$ cat src/rtl/apb_master_fsm.sv
// apb_master_fsm: APB initiator sequencing SETUP/ACCESS with decode, wait-state timeout and response strobe
module apb_master_fsm #(
  parameter int WAIT_LIMIT = 16,
  parameter int CNT_W      = $clog2(WAIT_LIMIT) + 1
) (
  input  logic        hclk,
  input  logic        hreset,
  input  logic        req_valid,
  output logic        req_ready,
  input  logic        req_write,
  input  logic [31:0] req_addr,
  input  logic [31:0] req_wdata,
  output logic        rsp_valid,
  output logic [31:0] rsp_rdata,
  output logic        rsp_err,
  output logic        pwrite,
  output logic        penable,
  output logic [2:0]  psel,
  output logic [31:0] paddr,
  output logic [31:0] pwdata,
  input  logic [31:0] prdata,
  input  logic        pready,
  input  logic        pslverr
);
  typedef enum logic [1:0] {IDLE, SETUP, ACCESS, RESP} state_t;
  state_t state_q, state_d;
  logic [2:0] sel_q, sel_d, dec;
  logic pwrite_q, pwrite_d, err_q, err_d;
  logic [31:0] paddr_q, paddr_d, pwdata_q, pwdata_d, rdata_q, rdata_d;
  logic [CNT_W-1:0] cnt_q, cnt_d;
  always_comb dec = req_addr[31:26] == 6'b100000 ? 3'b001 :
                    req_addr[31:26] == 6'b100001 ? 3'b010 :
                    req_addr[31:26] == 6'b100010 ? 3'b100 : 3'b000;
  always_comb begin
    state_d  = state_q;
    sel_d    = sel_q;
    pwrite_d = pwrite_q;
    paddr_d  = paddr_q;
    pwdata_d = pwdata_q;
    rdata_d  = rdata_q;
    err_d    = err_q;
    cnt_d    = cnt_q;
    case (state_q)
      IDLE: if (req_valid) begin
        sel_d    = dec;
        pwrite_d = req_write;
        paddr_d  = req_addr;
        pwdata_d = req_write ? req_wdata : 32'd0;
        err_d    = dec == 3'b000;
        rdata_d  = 32'd0;
        state_d  = dec == 3'b000 ? RESP : SETUP;
      end
      SETUP: begin
        cnt_d   = '0;
        state_d = ACCESS;
      end
      ACCESS: if (pready) begin
        err_d   = pslverr;
        rdata_d = (!pwrite_q && !pslverr) ? prdata : 32'd0;
        state_d = RESP;
      end else if (cnt_q == CNT_W'(WAIT_LIMIT - 1)) begin
        err_d   = 1'b1;
        rdata_d = 32'd0;
        state_d = RESP;
      end else begin
        cnt_d = cnt_q + 1'b1;
      end
      default: state_d = IDLE;
    endcase
  end
  always_ff @(posedge hclk) begin
    if (hreset) begin
      state_q  <= IDLE;
      sel_q    <= 3'b000;
      pwrite_q <= 1'b0;
      paddr_q  <= 32'd0;
      pwdata_q <= 32'd0;
      rdata_q  <= 32'd0;
      err_q    <= 1'b0;
      cnt_q    <= '0;
    end else begin
      state_q  <= state_d;
      sel_q    <= sel_d;
      pwrite_q <= pwrite_d;
      paddr_q  <= paddr_d;
      pwdata_q <= pwdata_d;
      rdata_q  <= rdata_d;
      err_q    <= err_d;
      cnt_q    <= cnt_d;
    end
  end
  assign req_ready = state_q == IDLE;
  assign rsp_valid = state_q == RESP;
  assign rsp_rdata = rsp_valid ? rdata_q : 32'd0;
  assign rsp_err   = rsp_valid & err_q;
  assign psel      = (state_q == SETUP || state_q == ACCESS) ? sel_q : 3'b000;
  assign penable   = state_q == ACCESS;
  assign pwrite    = pwrite_q;
  assign paddr     = paddr_q;
  assign pwdata    = pwdata_q;
endmodule

$ cat config.mk
export PLATFORM = sky130hd
export DESIGN_NAME = apb_master_fsm
export DESIGN_NICKNAME = d
export VERILOG_FILES = /design/src/rtl/apb_master_fsm.sv
export SDC_FILE = /design/constraint.sdc
export NUM_CORES = 1
export LEC_CHECK = 0
export CORE_ASPECT_RATIO = 0.8
export CORE_UTILIZATION = 41
export DETAILED_ROUTE_END_ITERATION = 10
export GPL_ROUTABILITY_DRIVEN = 0
export GPL_TIMING_DRIVEN = 1
export MAX_ROUTING_LAYER = met4
export PLACE_DENSITY_LB_ADDON = 0.12
export SLEW_MARGIN = 5
export SYNTH_ARGS = -nofsm -noshare
export SYNTH_HDL_FRONTEND = slang
export SYNTH_SLANG_ARGS = --single-unit
export TNS_END_PERCENT = 50
$ cat constraint.sdc
create_clock -name hclk -period 2.1 [get_ports hclk]
set_input_delay 0.42 -clock hclk [delete_from_list [all_inputs] [get_ports hclk]]
set_output_delay 0.42 -clock hclk [all_outputs]
set_load 0.02 [all_outputs]
==> results of run 1 <==
kinds of logic (layout without fill, tap and decap cells):
logic type | after synthesis | after routing | synth area share [%]
multiplexers | 2 | 2 | 0.567
buffers and inverters | 60 | 242 | 5.53
XOR/XNOR | 1 | 1 | 0.199
adder cells (fa/ha/maj) | 5 | 5 | 1.42
AND/OR/NAND/NOR | 228 | 228 | 26.1
flip-flops | 108 | 108 | 49.0
AO/OA/AOI/OAI | 147 | 147 | 17.1
synthesized netlist by cell type:
library cell	instances
sky130_fd_sc_hd__or2b_1	1
sky130_fd_sc_hd__buf_2	15
sky130_fd_sc_hd__a21oi_1	106
sky130_fd_sc_hd__nor2b_1	2
sky130_fd_sc_hd__mux2i_2	1
sky130_fd_sc_hd__clkbuf_1	36
sky130_fd_sc_hd__o32ai_1	1
sky130_fd_sc_hd__ha_1	5
sky130_fd_sc_hd__or4b_1	1
sky130_fd_sc_hd__o2bb2ai_1	1
sky130_fd_sc_hd__nand4b_1	2
sky130_fd_sc_hd__buf_1	4
sky130_fd_sc_hd__o21ai_0	31
sky130_fd_sc_hd__xor2_1	1
sky130_fd_sc_hd__or4_1	1
sky130_fd_sc_hd__and3_1	1
sky130_fd_sc_hd__a21oi_2	1
sky130_fd_sc_hd__o41ai_1	1
sky130_fd_sc_hd__nor4bb_1	1
sky130_fd_sc_hd__nor4b_2	1
sky130_fd_sc_hd__nor2_1	3
sky130_fd_sc_hd__inv_1	5
sky130_fd_sc_hd__o21ai_1	5
sky130_fd_sc_hd__or3b_1	3
sky130_fd_sc_hd__dfxtp_1	108
sky130_fd_sc_hd__nand2_1	102
sky130_fd_sc_hd__a32o_1	1
sky130_fd_sc_hd__nor3b_1	1
sky130_fd_sc_hd__mux2_2	1
sky130_fd_sc_hd__nand2b_1	1
sky130_fd_sc_hd__nand3_1	35
sky130_fd_sc_hd__or3_1	3
sky130_fd_sc_hd__nand4_1	33
sky130_fd_sc_hd__and2_1	37
where the power goes:
group          internal (mW)  switching (mW)
Combinational          0.901            1.26
Sequential              2.26           0.114
Clock                   1.02           0.731
Total                   4.18            2.10
critical path: stages, from the launching register on:
cell	delay, ns
sky130_fd_sc_hd__dfxtp_1	0.36
sky130_fd_sc_hd__ha_1	0.22
sky130_fd_sc_hd__buf_12	0.19
sky130_fd_sc_hd__and2_1	0.16
sky130_fd_sc_hd__dlygate4sd2_1	0.34
stage by stage:
step / util, % / power (mW) / hold WS (ns) / instance area (um2)
after CTS: 66.5 / 6.32 / 0.452 / 6890
after global routing: 66.5 / 6.61 / 0.468 / 6890
final: 66.5 / 6.28 / 0.450 / 6890
after detailed placement: 63.9 / 4.58 / 0.443 / 6620
after global placement: 63.9 / 4.53 / 0.438 / 6620
after floorplan: - / 3.63 / 0.427 / 4410
per-layer routing:
layer	vias up	routed length [um]	GRT usage [%]	part of all wire [%]
met5	-	0	-	0
met4	0	286	9.40	2.2
met3	21	766	4.89	5.9
met2	167	6210	37.7	48
met1	2151	5700	29.3	44
li1	2241	-	-	-
sequential cells by signal (all words and copies together) (netlist names):
| name | cells |
|---|---|
| cnt_q | 5 |
| pwrite | 1 |
| rdata_q | 32 |
| paddr | 32 |
| sel_q | 3 |
| err_q | 1 |
| pwdata | 32 |
| state_q | 2 |
final timing paths:
kind	startpoint	end	slack (ns)	cells after the start
worst max-delay path	state_q[1]	rsp_rdata[25]	0.06	4
worst min-delay path	pwdata[30]	pwdata[30]	0.45	2
worst max register to register	cnt_q[0]	cnt_q[4]	0.12	6
worst min register to register	pwdata[30]	pwdata[30]	0.45	2
cell type report:
cell class / count / area, um2
fillers: 870 / 3480
flip-flops and latches: 108 / 2160
inverters: 5 / 18.8
well taps: 140 / 175
clock buffers: 12 / 267
repair buffers: 222 / 2190
multi-input cells: 383 / 2030
clock inverters: 3 / 45.0
==> results.md, run 1 <==
Clock tree:
- The number of buffers added by the clock tree synthesis step is 9.
- The root buffer cell chosen for the clock tree is sky130_fd_sc_hd__clkbuf_16.
- The clock tree from TritonCTS is done.
- The post-cts repair resize count is 40.
- The post-cts hold buffer count is 0.
- In this run the number of H-tree levels came out at 3.
- The buffer levels on the longest clock path is 2.
- For the worst-skew pair, the clock arrives at the later sink with an insertion delay of 0.34 ns.
- After clock tree synthesis, the setup repair step added 0 buffers.
- After clock tree synthesis, the clock-pin slew on the worst setup and hold paths is 0.07 ns.
- The number of sinks on the clock net is 108.

Job:
- The count of max-cap constraint violations is 0.

Worst setup path:
- The element type at the critical path end is an output pin.
- STA classifies the critical path startpoint as a flip-flop.
- STA puts the critical path data arrival time at 1.62 ns.
- The critical path is of the flip-flop to output pin type.
- The largest fanout on the critical path is 36.
- Data on the critical path is required at its endpoint by 1.68 ns.

Logic synthesis:
- The top cell type by area accounts for 49.0% of the synthesized area.
- The post-synthesis area per instance is 8.00 um2.
- Counting distinct cell types in the post-synthesis netlist gives 34.
- The number of nets in the synthesized netlist is 658.
- The cell area that synthesis handed to floorplanning was 4410 um2.
- Counting flops and latches in the post-synthesis netlist gives 108.
- The dominant cell type by area after synthesis is sky130_fd_sc_hd__dfxtp_1.
- Of the synthesized area, sequential elements account for 49.0%.
- In the post-synthesis netlist, the biggest area contributors are sky130_fd_sc_hd__dfxtp_1 (49%), sky130_fd_sc_hd__a21oi_1 (12%), sky130_fd_sc_hd__nand2_1 (8.7%).
- The Yosys warning count is 0.
- After technology mapping, the gate count stands at 551.

Global routing:
- The initial antenna violation count is 0.
- In the global route stage, overall resource usage came out at 23.6%.
- The via count of the first global-routing pass is 4,284.
- Entering global routing, the biggest net connects 48 pins.
- Global routing finished with a remaining overflow of 0.
- The first-pass GRT wire length is 20.7 mm.

Detailed routing:
- The detailed router placed 4,580 vias in this run.
- The post-detailed-route wirelength per cell is 14.8 um.
- The aggregate routed wire length is 13.0 mm.
- The first-pass iteration count of the detailed router is 4.
- The remaining routing DRC violations is 0.
- The initial detailed-routing violation count is 262.
- Dividing the detail-routed via count by the number of cells gives 5.25.
- The number of nets with antenna violations after routing is 0.

Die:
- The initial utilization of the core area, before any placement, comes to 42.6%.
- In this run the vertical extent of the chip is 94.8 um.
- In this run the horizontal extent of the chip is 118 um.
- The die covers 11,200 um2.
- After floorplanning, the core was divided into 33 placement rows.
- For this design the top-level I/O count stands at 206.
- In this run the standard cell core region covers 10,400 um2.

Placed design:
- OpenSTA, run right after detailed placement, puts the worst setup slack at 0.0498 ns.
- The number of cells in the design after placement is 858.
- Once detailed placement completed, the half-perimeter wirelength came to 9.00 mm.
- Buffers placed on the I/O ports in this run total 205.

Min path:
- In this run the worst hold path is classified as flip-flop to flip-flop.

Timing:
- The max-slew violation count is 0.
- Setup repair after global routing left no endpoint under its margin.
- The worst path setup slack after routing is 0.0645 ns.
- The fraction of the cycle the final worst path needs is 96.9%.
- The relative slew slack is 58.2%.
- The final critical delay including setup and external delays is 2.04 ns.
- The slew at the pin closest to its max-slew limit is 0.628 ns.
- Derived from the worst setup path, the maximum achievable clock frequency is 491 MHz.
- After routing, the total negative slack on setup checks comes to 0 ns.
- Across the routed clock network, the largest skew measured is 0.00616 ns.
- The final hold violation count is 0.
- The final-report setup violation count is 0.

Final layout:
- In the final layout, the share of cells above drive strength 1 is 6.28%.
- The finished layout holds 873 standard cells, fillers aside.
- The net count of the finished layout is 836.
- The signed area change from the synthesized netlist to the final layout is 56.2%.
- The library cells used most frequently in the layout, excluding fill and tap cells, are sky130_fd_sc_hd__clkdlybuf4s50_1 (165), sky130_fd_sc_hd__dfxtp_1 (108), sky130_fd_sc_hd__a21oi_1 (106).
- The number of antenna cells inserted is 0.
- The most common cell after layout, fill and taps aside is sky130_fd_sc_hd__clkdlybuf4s50_1.

Outcome:
- The flow ran to the end, and the final reports show no timing, DRC or antenna violations.

Pwr:
- Across the VDD grid, the largest voltage drop is 0.471 mV.
- For this design the static power due to leakage is 2.55 nW.
- Dividing total power by cell area gives a power density of 912 nW/um2.
Note: power is estimated with default switching activity, not from simulation.
==> run 2: changes to the inputs <==
- CORE_MARGIN: default -> 2
==> results.md, run 2 (synthesis gave the netlist of run 1 again) <==
Outcome:
- The flow ran to the end, and the final reports show no timing, DRC or antenna violations.

Clock tree:
- The clock latency on the worst-skew pair is 0.34 ns (about the same).
- The clock transition at the registers of the reported paths is 0.07 ns (about the same).
- The cell chosen for the clock root is sky130_fd_sc_hd__clkbuf_16.
- The post-cts hold buffer count is 0 (unchanged).
- The number of sinks on the clock net is 108 (unchanged).
- The buffer levels on the longest clock path was 2 (unchanged).
- The depth of the CTS H-tree came to 3 (unchanged).
- TritonCTS built the clock tree.
- The number of buffers added by the clock tree synthesis step was 9 (unchanged).

Final layout:
- The register cell area after layout is 2160 um2 (unchanged).
- The final design area excluding fillers is 6810 um2 (-1.1%).
- In the layout the commonest cells are sky130_fd_sc_hd__clkdlybuf4s50_1 (165), sky130_fd_sc_hd__dfxtp_1 (108), sky130_fd_sc_hd__a21oi_1 (106).
- The net count of the finished layout is 834 (-0.24%).
- The number of antenna cells inserted is 0 (unchanged).
- The proportion of layout cells with a drive suffix above 1 is 8.74% (+2.5 points).
- The count of filler cells inserted in the layout is 896 (+3.0%).
- The area growth from synthesis to layout is 54.4%.
- The combined area of the multi-input logic cells was 2040 um2 (+0.55%).
- The library cell used most frequently in the layout, excluding fill and tap cells, is sky130_fd_sc_hd__clkdlybuf4s50_1.

Placed design:
- The half-perimeter wire length of the detailed placement result is 8.88 mm (-1.3%).
- The cell area after placement is 6600 um2 (-0.42%).
- The number of buffer cells added on primary ports is 205 (unchanged).

Worst setup path:
- The worst setup path is captured at an output pin.
- The required arrival time at the worst endpoint is 1.68 ns (about the same).
- The critical path launch point type is a flip-flop.
- The largest fanout on the critical path came to 36 (unchanged).
- The critical path is of the flip-flop to output pin type.
- The worst path arrival time is 1.60 ns (-0.02 ns).

Timing:
- Setup repair after global routing could not meet its margin everywhere.
- The final-report setup violation count is 0 (unchanged).
- The slew at the pin closest to its max-slew limit is 0.639 ns (+0.0112 ns).
- The final hold violation count is 0 (unchanged).
- The maximum clock frequency was 496 MHz (+0.94%).
- The final critical delay including setup and external delays is 2.02 ns (-0.0189 ns).
- The relative slew slack came to 57.4% (-0.75 points).
- The fraction of the cycle the final worst path needs was 96.0% (-0.90 points).
- The setup TNS was 0 ns (unchanged).
- The max-slew violation count came to 0 (unchanged).
- The setup clock skew after layout is 0.00228 ns (-0.00388 ns).

Die:
- The vertical extent of the die is 96.8 um (+2.1%).
- The starting density of the core is 42.6% (unchanged).
- The die area was 11,600 um2 (+3.8%).
- The row count is 33 (unchanged).
- The number of placed I/O pins came to 206 (unchanged).
- The core area came to 10,400 um2 (unchanged).
- The die width is 120 um (+1.7%).

Global routing:
- The global routing usage summed across all routing layers is 22.5% (-1.1 points).
- The first-pass GRT wire length came to 20.7 mm (+0.44%).
- The initial antenna violation count is 0 (unchanged).
- The residual overflow from global routing is 0 (unchanged).
- The via count of the first global-routing pass came to 4,225 (-1.4%).
- The pin count of the biggest net entering global routing is 68 (+42%).

Detailed routing:
- The vias per cell is 5.20 (-0.80%).
- The number of nets with antenna violations after routing is 0 (unchanged).
- The aggregate routed wire length is 13.1 mm (+1.1%).
- The first-pass iteration count of the detailed router was 5 (+1).
- The remaining routing DRC violations is 0 (unchanged).
- The post-detailed-route wirelength per cell is 15.0 um (+1.2%).
- The initial detailed-routing violation count is 261 (-0.38%).
- The total via count in the routed design is 4,538 (-0.92%).

Min path:
- The kind of path behind the tightest hold check is flip-flop to flip-flop.

Pwr:
- The static leakage is 2.44 nW (-4.4%).
- The maximum vdd ir drop is 0.686 mV (+46%).
- The total design power is 6.22 mW (-1.0%).
- The power density normalized to cell area is 913 nW/um2 (+0.11%).

Job:
- The count of max-cap constraint violations is 0 (unchanged).
run 2: cell types whose count changed in the layout (fill, tap and decap cells not counted), moves of 2 or more:
cell                              change
sky130_fd_sc_hd__ha_2                 +2
sky130_fd_sc_hd__clkinv_2             +2
sky130_fd_sc_hd__clkdlybuf4s15_1      +9
sky130_fd_sc_hd__dlygate4sd2_1       -27
sky130_fd_sc_hd__buf_4                -2
sky130_fd_sc_hd__clkbuf_2            +18
sky130_fd_sc_hd__ha_1                 -2
run 2: power by group:
group	switching (mW)	leakage [nW]	total [mW]	internal (mW)
Clock	0.729	0.149	1.71	0.986
Combinational	1.25	1.41	2.12	0.872
Sequential	0.116	0.878	2.38	2.26
Total	2.10	2.44	6.22	4.12
run 2: worst paths after layout:
| path | slack, ns | startpoint | cells after the start | endpoint |
|---|---|---|---|---|
| max | 0.08 | state_q[1] | 4 | rsp_err |
| min | 0.45 | pwdata[6] | 2 | pwdata[6] |
| max reg2reg | 0.11 | cnt_q[0] | 6 | cnt_q[4] |
| min reg2reg | 0.45 | pwdata[6] | 2 | pwdata[6] |
run 2: metal layers:
layer / up-vias / GRT usage, % / wire length [um]
met2: 146 / 35.0 / 6340
li1: 2235 / - / -
met5: - / - / 0
met1: 2141 / 29.1 / 5670
met4: 0 / 5.25 / 195
met3: 16 / 6.19 / 892
run 2: final cells by class:
cell class	count	area share (%)
flip-flops and latches	108	31.7
repair buffers	220	30.9
multi-input cells	383	30.0
clock buffers	12	3.77
well taps	140	2.57
clock inverters	4	0.698
inverters	5	0.276
run 2: per-stage QoR:
step / util [%] / instances / hold slack (ns) / worst slack, ns
2_1_floorplan: - / 551 / 0.427 / 0.163
4_1_cts: 66.2 / 872 / 0.453 / 0.00104
5_1_grt: 65.7 / 872 / 0.469 / -0.0119
6_report: 65.7 / 872 / 0.450 / 0.0834
3_3_place_gp: 63.6 / 856 / 0.437 / 0.102
3_5_place_dp: 63.6 / 856 / 0.443 / 0.0361
run 2: critical path, cell delays in order, from the launching register on:
cell and delay [ns]:
sky130_fd_sc_hd__dfxtp_1 0.38, sky130_fd_sc_hd__ha_1 0.23, sky130_fd_sc_hd__buf_12 0.19, sky130_fd_sc_hd__and2_1 0.14
sky130_fd_sc_hd__clkdlybuf4s15_1 0.32
run 2: repair_timing:
action,4_1_cts,5_1_grt
setup buffers,0,0
resized for setup,43,59
setup endpoints to repair,39,68
==> run 3: changes to the inputs <==
- CORE_ASPECT_RATIO: 0.8 -> 0.75
==> results.md, run 3 (synthesis gave the netlist of run 1 again) <==
Outcome:
- The run finished with clean final reports.

Global routing:
- The global routing usage summed across all routing layers was 23.3% (+0.81 points).
- The initial antenna violation count was 0 (unchanged).
- The residual overflow from global routing is 0 (unchanged).
- The first-pass GRT wire length was 20.6 mm (-0.47%).
- The pin count of the biggest net entering global routing is 68 (unchanged).
- The via count of the first global-routing pass is 4,263 (+0.90%).

Placed design:
- The cell area after placement is 6610 um2 (+0.27%).
- The number of buffer cells added on primary ports came to 205 (unchanged).
- The half-perimeter wire length of the detailed placement result is 9.19 mm (+3.5%).

Die:
- The starting density of the core was 42.5% (about the same).
- The die area is 11,600 um2 (about the same).
- The row count is 32 (-3.0%).
- The number of placed I/O pins was 206 (unchanged).
- The core area was 10,400 um2 (about the same).
- The vertical extent of the die is 93.8 um (-3.0%).
- The die width is 124 um (+3.2%).

Detailed routing:
- The post-detailed-route wirelength per cell is 15.6 um (+3.6%).
- The initial detailed-routing violation count is 235 (-10%).
- The aggregate routed wire length is 13.5 mm (+3.3%).
- The first-pass iteration count of the detailed router came to 4 (-1).
- The number of nets with antenna violations after routing was 0 (unchanged).
- The total via count in the routed design was 4,560 (+0.48%).
- The vias per cell is 5.24 (+0.72%).
- The remaining routing DRC violations was 0 (unchanged).

Timing:
- The final critical delay including setup and external delays is 2.01 ns (-0.0113 ns).
- The maximum clock frequency came to 499 MHz (+0.56%).
- The setup TNS was 0 ns (unchanged).
- The max-slew violation count was 0 (unchanged).
- The final-report setup violation count is 0 (unchanged).
- The relative slew slack was 53.1% (-4.3 points).
- The slew at the pin closest to its max-slew limit is 0.704 ns (+0.0652 ns).
- The fraction of the cycle the final worst path needs is 95.5% (-0.54 points).
- The setup clock skew after layout is 0.00902 ns (+0.00674 ns).
- The final hold violation count was 0 (unchanged).

Worst setup path:
- The classification of the worst setup path is flip-flop to output pin.
- Walking the worst path, the cells encountered are inv_1, ha_2, and2_1, clkdlybuf4s15_1.
- The total buffers and inverters traversed by the critical path came to 2 (unchanged).
- The critical path launch point type is a flip-flop.
- The largest fanout on the critical path is 8 (-78%).
- The maximum cell stage delay along the critical path came to 0.39 ns (about the same).
- STA classifies the critical path endpoint as an output pin.
- The required arrival time at the worst endpoint is 1.68 ns (about the same).
- The worst path arrival time is 1.59 ns (about the same).
- The kind of cell with the highest combined delay along the critical path is adder cells.
- The cell with the largest stage delay on the worst path is sky130_fd_sc_hd__ha_2.

Clock tree:
- The buffer levels on the longest clock path is 2 (unchanged).
- The post-cts hold buffer count is 0 (unchanged).
- TritonCTS built the clock tree.
- The depth of the CTS H-tree is 3 (unchanged).
- The number of buffers inserted to repair setup after CTS came to 0 (unchanged).
- The clock transition at the registers of the reported paths is 0.07 ns (about the same).
- The number of sinks on the clock net is 108 (unchanged).
- The number of buffers added by the clock tree synthesis step is 9 (unchanged).
- The clock latency on the worst-skew pair is 0.34 ns (about the same).
- The cell chosen for the clock root is sky130_fd_sc_hd__clkbuf_16.

Final layout:
- The number of antenna cells inserted came to 0 (unchanged).
- The proportion of layout cells with a drive suffix above 1 is 5.99% (-2.7 points).
- In the layout the commonest cells are sky130_fd_sc_hd__clkdlybuf4s50_1 (165), sky130_fd_sc_hd__dfxtp_1 (108), sky130_fd_sc_hd__a21oi_1 (106).
- The signed area change from the synthesized netlist to the final layout is 55.3%.
- The final design area excluding fillers was 6850 um2 (+0.53%).
- The library cell used most frequently in the layout, excluding fill and tap cells, is sky130_fd_sc_hd__clkdlybuf4s50_1.
- The net count of the finished layout is 837 (+0.36%).

Pwr:
- The maximum vdd ir drop is 0.723 mV (+5.4%).
- The power density normalized to cell area is 887 nW/um2 (-2.8%).
- The total design power came to 6.08 mW (-2.3%).
- The static leakage is 2.53 nW (+3.7%).

Min path:
- The kind of path behind the tightest hold check is flip-flop to flip-flop.

Job:
- The count of max-cap constraint violations is 0 (unchanged).
## run 3: changes by cell type in the layout (fill, tap and decap cells not counted)
cell | previous run | this run
sky130_fd_sc_hd__clkinvlp_4 | 1 | 3
sky130_fd_sc_hd__clkdlybuf4s15_1 | 15 | 7
sky130_fd_sc_hd__mux2_2 | 1 | 0
sky130_fd_sc_hd__bufinv_16 | 1 | 0
sky130_fd_sc_hd__ha_1 | 2 | 3
sky130_fd_sc_hd__dlygate4sd2_1 | 3 | 31
sky130_fd_sc_hd__buf_6 | 1 | 0
sky130_fd_sc_hd__clkinv_2 | 2 | 1
sky130_fd_sc_hd__clkbuf_8 | 2 | 0
sky130_fd_sc_hd__clkbuf_1 | 1 | 2
sky130_fd_sc_hd__ha_2 | 3 | 2
sky130_fd_sc_hd__clkbuf_2 | 21 | 1
sky130_fd_sc_hd__mux2_4 | 0 | 1
sky130_fd_sc_hd__buf_4 | 11 | 15
## run 3: worst paths after layout
kind | end | cells after the start | slack, ns | start
max | psel[1] | 4 | 0.09 | state_q[0]
min | paddr[12] | 2 | 0.45 | paddr[12]
max reg2reg | cnt_q[4] | 6 | 0.12 | cnt_q[0]
min reg2reg | paddr[12] | 2 | 0.45 | paddr[12]
## run 3: metal layers
metal / track usage [%] / share of wire (%) / vias to the layer above
met5: - / 0 / -
met4: 5.49 / 0.95 / 0
met3: 5.76 / 6.4 / 13
met2: 37.3 / 48 / 139
met1: 29.7 / 45 / 2161
li1: - / - / 2247
## run 3: where the power goes
| group | leakage [nW] | internal (mW) | switching, mW |
|---|---|---|---|
| registers | 0.878 | 2.26 | 0.116 |
| logic | 1.53 | 0.900 | 1.27 |
| clock network | 0.118 | 0.797 | 0.729 |
| total | 2.53 | 3.96 | 2.11 |
## run 3: metrics by stage
step / worst slack (ns) / hold slack, ns / std cells / util (%)
floorplan: 0.163 / 0.427 / 551 / -
global placement: 0.129 / 0.438 / 855 / 63.8
detailed placement: 0.0757 / 0.444 / 855 / 63.8
CTS: 0.0271 / 0.453 / 870 / 65.8
global route: -0.00278 / 0.465 / 870 / 66.0
finish: 0.0947 / 0.453 / 870 / 66.0
## run 3: tightest hold or removal path, cell delays in order, from the launching register on
cell                      delay (ns)
sky130_fd_sc_hd__dfxtp_1        0.31
sky130_fd_sc_hd__nand2_1        0.05
sky130_fd_sc_hd__a21oi_1        0.05
## run 3: final cells by class
cell class              instances  area, um2
repair buffers                223       2190
flip-flops and latches        108       2160
clock inverters                 4       27.5
clock buffers                  11        233
multi-input cells             383       2050
well taps                     136        170
fillers                       882       3520
inverters                       5       18.8
## run 3: what timing repair did
action / in CTS / in global routing
endpoints found under the setup margin: 39 / 21
pin swaps: 0 / 0
resized for setup: 40 / 13
endpoints found under the hold margin: 0 / 0
